### src/rtl/kbd_event_fifo.sv
// Debounces the scanner key code and emits press/release events into a small valid/ready FIFO.
// An event is enqueued DEBOUNCE_CYCLES+1 edges after a code change lands; a full FIFO drops events (sticky overflow) without stalling.
module kbd_event_fifo #(
  parameter int DEBOUNCE_CYCLES = 16,
  parameter int FIFO_DEPTH      = 4
) (
  input  logic       clk_i,
  input  logic       rst_ni,
  input  logic [7:0] scan_code_i,
  output logic       evt_valid_o,
  input  logic       evt_ready_i,
  output logic [4:0] evt_data_o,
  output logic       overflow_o,
  input  logic       clr_ovf_i,
  output logic       key_down_o
);

  localparam int CW = $clog2(DEBOUNCE_CYCLES);
  localparam int AW = $clog2(FIFO_DEPTH);
  localparam logic [CW-1:0] CNT_MAX = CW'(DEBOUNCE_CYCLES - 1);

  typedef enum logic [1:0] {IDLE, PRESS_WAIT, HELD, RELEASE_WAIT} state_t;

  state_t        state;
  logic [7:0]    scan_q;
  logic [7:0]    scan_prev;
  logic [7:0]    held_code;
  logic [3:0]    cur_key;
  logic [CW-1:0] stable_cnt;

  logic [4:0]    mem [FIFO_DEPTH];
  logic [AW:0]   wr_ptr;
  logic [AW:0]   rd_ptr;

  function automatic logic [1:0] oh_idx(input logic [3:0] v);
    case (v)
      4'b0010: return 2'd1;
      4'b0100: return 2'd2;
      4'b1000: return 2'd3;
      default: return 2'd0;
    endcase
  endfunction

  logic       scan_valid;
  logic [3:0] scan_key;
  logic       changed;
  logic       stable;
  logic       press_evt;
  logic       rel_evt;
  logic       evt_push;
  logic [4:0] push_dat;

  assign scan_valid = $onehot(scan_q[7:4]) && $onehot(scan_q[3:0]);
  assign scan_key   = {oh_idx(scan_q[7:4]), oh_idx(scan_q[3:0])};
  assign changed    = (scan_q != scan_prev);
  // A change seen this cycle overrides a saturated counter that has not yet been cleared.
  assign stable     = !changed && (stable_cnt == CNT_MAX);
  assign press_evt  = (state == PRESS_WAIT) && stable;
  assign rel_evt    = (state == RELEASE_WAIT) && (scan_q != held_code) && stable;
  assign evt_push   = press_evt || rel_evt;
  assign push_dat   = {press_evt, cur_key};

  always_ff @(posedge clk_i or negedge rst_ni) begin
    if (!rst_ni) begin
      scan_q     <= 8'h00;
      scan_prev  <= 8'h00;
      stable_cnt <= '0;
    end else begin
      scan_q    <= scan_code_i;
      scan_prev <= scan_q;
      if (changed)
        stable_cnt <= '0;
      else if (stable_cnt != CNT_MAX)
        stable_cnt <= stable_cnt + 1'b1;
    end
  end

  always_ff @(posedge clk_i or negedge rst_ni) begin
    if (!rst_ni) begin
      state      <= IDLE;
      cur_key    <= 4'h0;
      held_code  <= 8'h00;
      key_down_o <= 1'b0;
    end else begin
      case (state)
        IDLE: begin
          if (scan_valid) begin
            state     <= PRESS_WAIT;
            cur_key   <= scan_key;
            held_code <= scan_q;
          end
        end
        PRESS_WAIT: begin
          if (changed) begin
            state <= IDLE;
          end else if (stable) begin
            state      <= HELD;
            key_down_o <= 1'b1;
          end
        end
        HELD: begin
          if (scan_q != held_code)
            state <= RELEASE_WAIT;
        end
        RELEASE_WAIT: begin
          if (scan_q == held_code) begin
            state <= HELD;
          end else if (stable) begin
            state      <= IDLE;
            key_down_o <= 1'b0;
          end
        end
        default: state <= IDLE;
      endcase
    end
  end

  logic full;
  logic pop;
  logic do_push;

  assign full        = (wr_ptr[AW] != rd_ptr[AW]) && (wr_ptr[AW-1:0] == rd_ptr[AW-1:0]);
  assign evt_valid_o = (wr_ptr != rd_ptr);
  assign evt_data_o  = mem[rd_ptr[AW-1:0]];
  assign pop         = evt_valid_o && evt_ready_i;
  // A pop frees the slot this same edge, so a push into a full FIFO is still accepted.
  assign do_push     = evt_push && (!full || pop);

  always_ff @(posedge clk_i or negedge rst_ni) begin
    if (!rst_ni) begin
      wr_ptr     <= '0;
      rd_ptr     <= '0;
      overflow_o <= 1'b0;
      for (int i = 0; i < FIFO_DEPTH; i++)
        mem[i] <= 5'h00;
    end else begin
      if (do_push) begin
        mem[wr_ptr[AW-1:0]] <= push_dat;
        wr_ptr              <= wr_ptr + 1'b1;
      end
      if (pop)
        rd_ptr <= rd_ptr + 1'b1;
      if (evt_push && full && !pop)
        overflow_o <= 1'b1;
      else if (clr_ovf_i)
        overflow_o <= 1'b0;
    end
  end

endmodule

### config.mk
export PLATFORM = sky130hd
export DESIGN_NAME = kbd_event_fifo
export DESIGN_NICKNAME = d
export VERILOG_FILES = /design/src/rtl/kbd_event_fifo.sv
export SDC_FILE = /design/constraint.sdc
export NUM_CORES = 1
export LEC_CHECK = 0
export ABC_CLOCK_PERIOD_IN_PS = 5900
export BUFFER_PORTS_ARGS = -buffer_cell sky130_fd_sc_hd__buf_2
export CAP_MARGIN = 20
export CORE_UTILIZATION = 60
export DETAILED_ROUTE_END_ITERATION = 8
export PLACE_DENSITY = 0.78
export RECOVER_POWER = 50
export SYNTH_ARGS = -nofsm -noshare
export SYNTH_HDL_FRONTEND = slang
export SYNTH_SLANG_ARGS = --single-unit
### constraint.sdc
create_clock -name clk_i -period 5.9 [get_ports clk_i]
set_input_delay 0.885 -clock clk_i [delete_from_list [all_inputs] [get_ports clk_i]]
set_output_delay 0.885 -clock clk_i [all_outputs]
set_load 0.005 [all_outputs]
==> summary.txt <==
Status
  – Status: complete, but fails checks
  – Violated checks: max-capacitance violations, max-slew violations

Synthesis
  – Register area share after synthesis: 52.9%
  – Ranking of synthesized cells by area: dfrtp_1, xor2_1, ha_1, mux2_2, mux2_4
  – Largest area contributor in the netlist: dfrtp_1
  – Synthesized net count: 249
  – Average cell area after synthesis: 13.3 um2
  – Netlist area before placement: 0.00293 mm2
  – Post-Synthesis Cells: 221
  – Synth unique cells: 32
  – Share of the synthesized area in the top cell type: 52.9%
  – Number of synthesized register bits: 62
  – Syn. warnings: 0

Power and ir drop
  – Leakage: 0.00158 uW
  – PD cells: 323 mW/mm2
  – Psw: 300 uW
  – Internal power: 744 uW
  – Clock power share: 32.8%
  – Total power: 1040 uW
  – Comb pwr share: 15.2%
  – VDD IR max: 0.000211 V
  – Sw Share: 28.8%
  – Seq pwr share: 52.1%

Route
  – Wirelength per Cell: 14.3 um
  – Initial drt markers: 75
  – Highest routed layer: met4
  – Wire length on met3: 100 um
  – Routed vias/inst: 5.27
  – DR WL met2: 2.09 mm
  – Drt drc: 0
  – Post-DRT Antenna Nets: 0
  – Total Wirelength: 4.52 mm
  – Drt first pass iters: 4
  – Met1 WL: 2.23 mm
  – Vias: 1660

STA
  – Slew Limit Fails: 63
  – Minimum clock period: 3.44 ns
  – Clock Skews: 0.0103 ns
  – RSZ-0062 raised after global routing: no
  – Max Clk Rate: 290 MHz
  – Endpoints failing setup: 0
  – Actual slew at the worst max-slew pin: 3.13 ns
  – Fin Setup TNS: 0 ns
  – Fin crit share: 58.4%
  – Final hold vios: 0
  – Hold WS: 0.461 ns
  – Slew headroom: -109%

Floorplan
  – Die area: 0.00517 mm2
  – Initial Util: 62.0%
  – Die Height: 71.9 um
  – Row Count: 25
  – Core area: 0.00472 mm2
  – Num ports: 20
  – Chip width: 71.9 um

Setup path
  – WP data arrival: 3.19 ns
  – CP delay by family, top: buffers and inverters
  – Crit-path max cell delay: 2.21 ns
  – CP max FO: 62
  – R2R Path End: held_code[2]
  – Stages on worst setup path: 2
  – R2R cell count: 8
  – Max stage delay cell, worst path: clkbuf_1
  – RR Startpoint: scan_q[5]
  – Critical Path, Cell by Cell: buf_2 -> clkbuf_1
  – CP Capture Type: async pin
  – Crit path from: rst_ni
  – Crit start category: input port
  – Setup CP Type: input port to async pin
  – Worst R2R Setup Slack: 2.77 ns
  – Worst path buffer plus inverter count: 2
  – End of the critical path: mem[2]
  – Critical Path RT: 5.64 ns

Clock network
  – Cts bufs inserted: 9
  – CTS sink count: 62
  – CTS max path bufs: 2
  – Hold buffer count at CTS: 0
  – CTS Root Cell: clkbuf_8
  – Worst skew pair latency: 0.34 ns
  – Worst-path clk slew: 0.06 ns
  – CTS tree: built
  – Setup Buffers After CTS: 0
  – H-tree depth: 3
  – Resized cells post-CTS: 0

Placement
  – Placed Area: 0.00305 mm2
  – Final RePlAce weighted congestion: 0.775
  – HPWL after detailed placement: 3.13 mm
  – IO buf count: 19

Worst hold path
  – Hold Path Class: register to register

Global routing
  – Grt ovf: 0
  – Largest net degree at the start of global routing: 63
  – GRT Total Usage: 20.0%
  – Vias in the first global route: 1649
  – First-pass GRT wire length: 7.57 mm
  – Initial antenna violation count: 0

Final layout
  – Share of layout cells above drive strength 1: 28.2%
  – # fillers: 317
  – Design Area, Final: 0.00323 mm2
  – Commonest cells after routing, fill and taps aside: dfrtp_1, xor2_1, buf_2, nand2_1, inv_1
  – Area Growth Syn to Fin: 10.3%
  – Most common cell after layout, fill and taps aside: dfrtp_1
  – Final net count: 271
  – ANT cells: 0

Flow run
  – Max-cap violation count: 1
-- layout make-up --
type	count	area, um2	share of cell area (%)
clock buffer	13	169	5.22
clock inverter	3	17.5	0.542
inverter	15	56.3	1.74
multi-input combinational	135	1260	38.9
sequential	62	1550	48.0
tap	67	83.8	2.59
timing repair buffer	20	98.8	3.06
-- cells by family after synthesis --
group                      Yosys count  synth area share (%)
AOI/OAI and AO/OA                   18                  3.63
xor gates and xnor gates            26                  7.77
adders and majority gates           16                  7.34
buffers and inverters               24                  4.18
DFF                                 62                  52.9
muxes                               32                  15.4
and+or+nand+nor                     43                  8.75
-- worst min-delay path by stage --
stage | start | endpoint | slack, ns | cells after the start
final | scan_q[4] | scan_prev[4] | 0.46 | 0
after global routing | scan_q[4] | scan_prev[4] | 0.48 | 0
after CTS | scan_q[0] | scan_prev[0] | 0.47 | 0
after detailed placement | scan_q[0] | scan_prev[0] | 0.45 | 0
after global placement | scan_q[0] | scan_prev[0] | 0.44 | 0
after floorplan | scan_q[7] | scan_prev[7] | 0.35 | 0
-- sequential cells by signal, indices dropped and copies added, names as in the netlist --
register    cells
mem            20
key_down_o      1
cur_key         4
rd_ptr          3
scan_q          8
held_code       8
stable_cnt      4
state           2
wr_ptr          3
scan_prev       8
overflow_o      1
-- Yosys cell counts (all sizes together) --
cell / number
o31ai: 3
a211oi: 1
nor4: 5
o21ai: 10
nor3: 1
ha: 14
and3: 3
a21boi: 1
nand3: 3
and4: 3
o22ai: 1
nand4b: 1
nand4: 3
fa: 2
dfrtp: 62
a31oi: 2
nand3b: 1
xor2: 21
nand2: 17
clkbuf: 3
mux2: 24
inv: 15
mux4: 5
xnor2: 5
nor2: 6
buf: 6
mux2i: 3
-- layer usage --
layer / global-route usage [%] / vias to the layer above
li1: - / 810
met1: 27.0 / 817
met2: 29.7 / 23
met3: 4.36 / 10
met4: 12.4 / 0
met5: 0 / -
-- per-stage QoR --
stage          setup slack (ns)  instances  util (%)
4_1_cts                    2.73        315      68.5
3_5_place_dp               2.74        299      64.6
6_report                   2.46        315      68.5
2_1_floorplan              3.43        221         -
5_1_grt                    1.68        315      68.5
3_3_place_gp               2.83        299      64.6
-- power groups by stage --
stage	Sequential, uW	Combinational [uW]	Clock [uW]
after floorplan	518	144	0
after global placement	551	152	0
after detailed placement	553	159	0
after CTS	545	161	352
after global routing	555	178	369
final	544	158	342
Power figures use the tool's default switching activity.
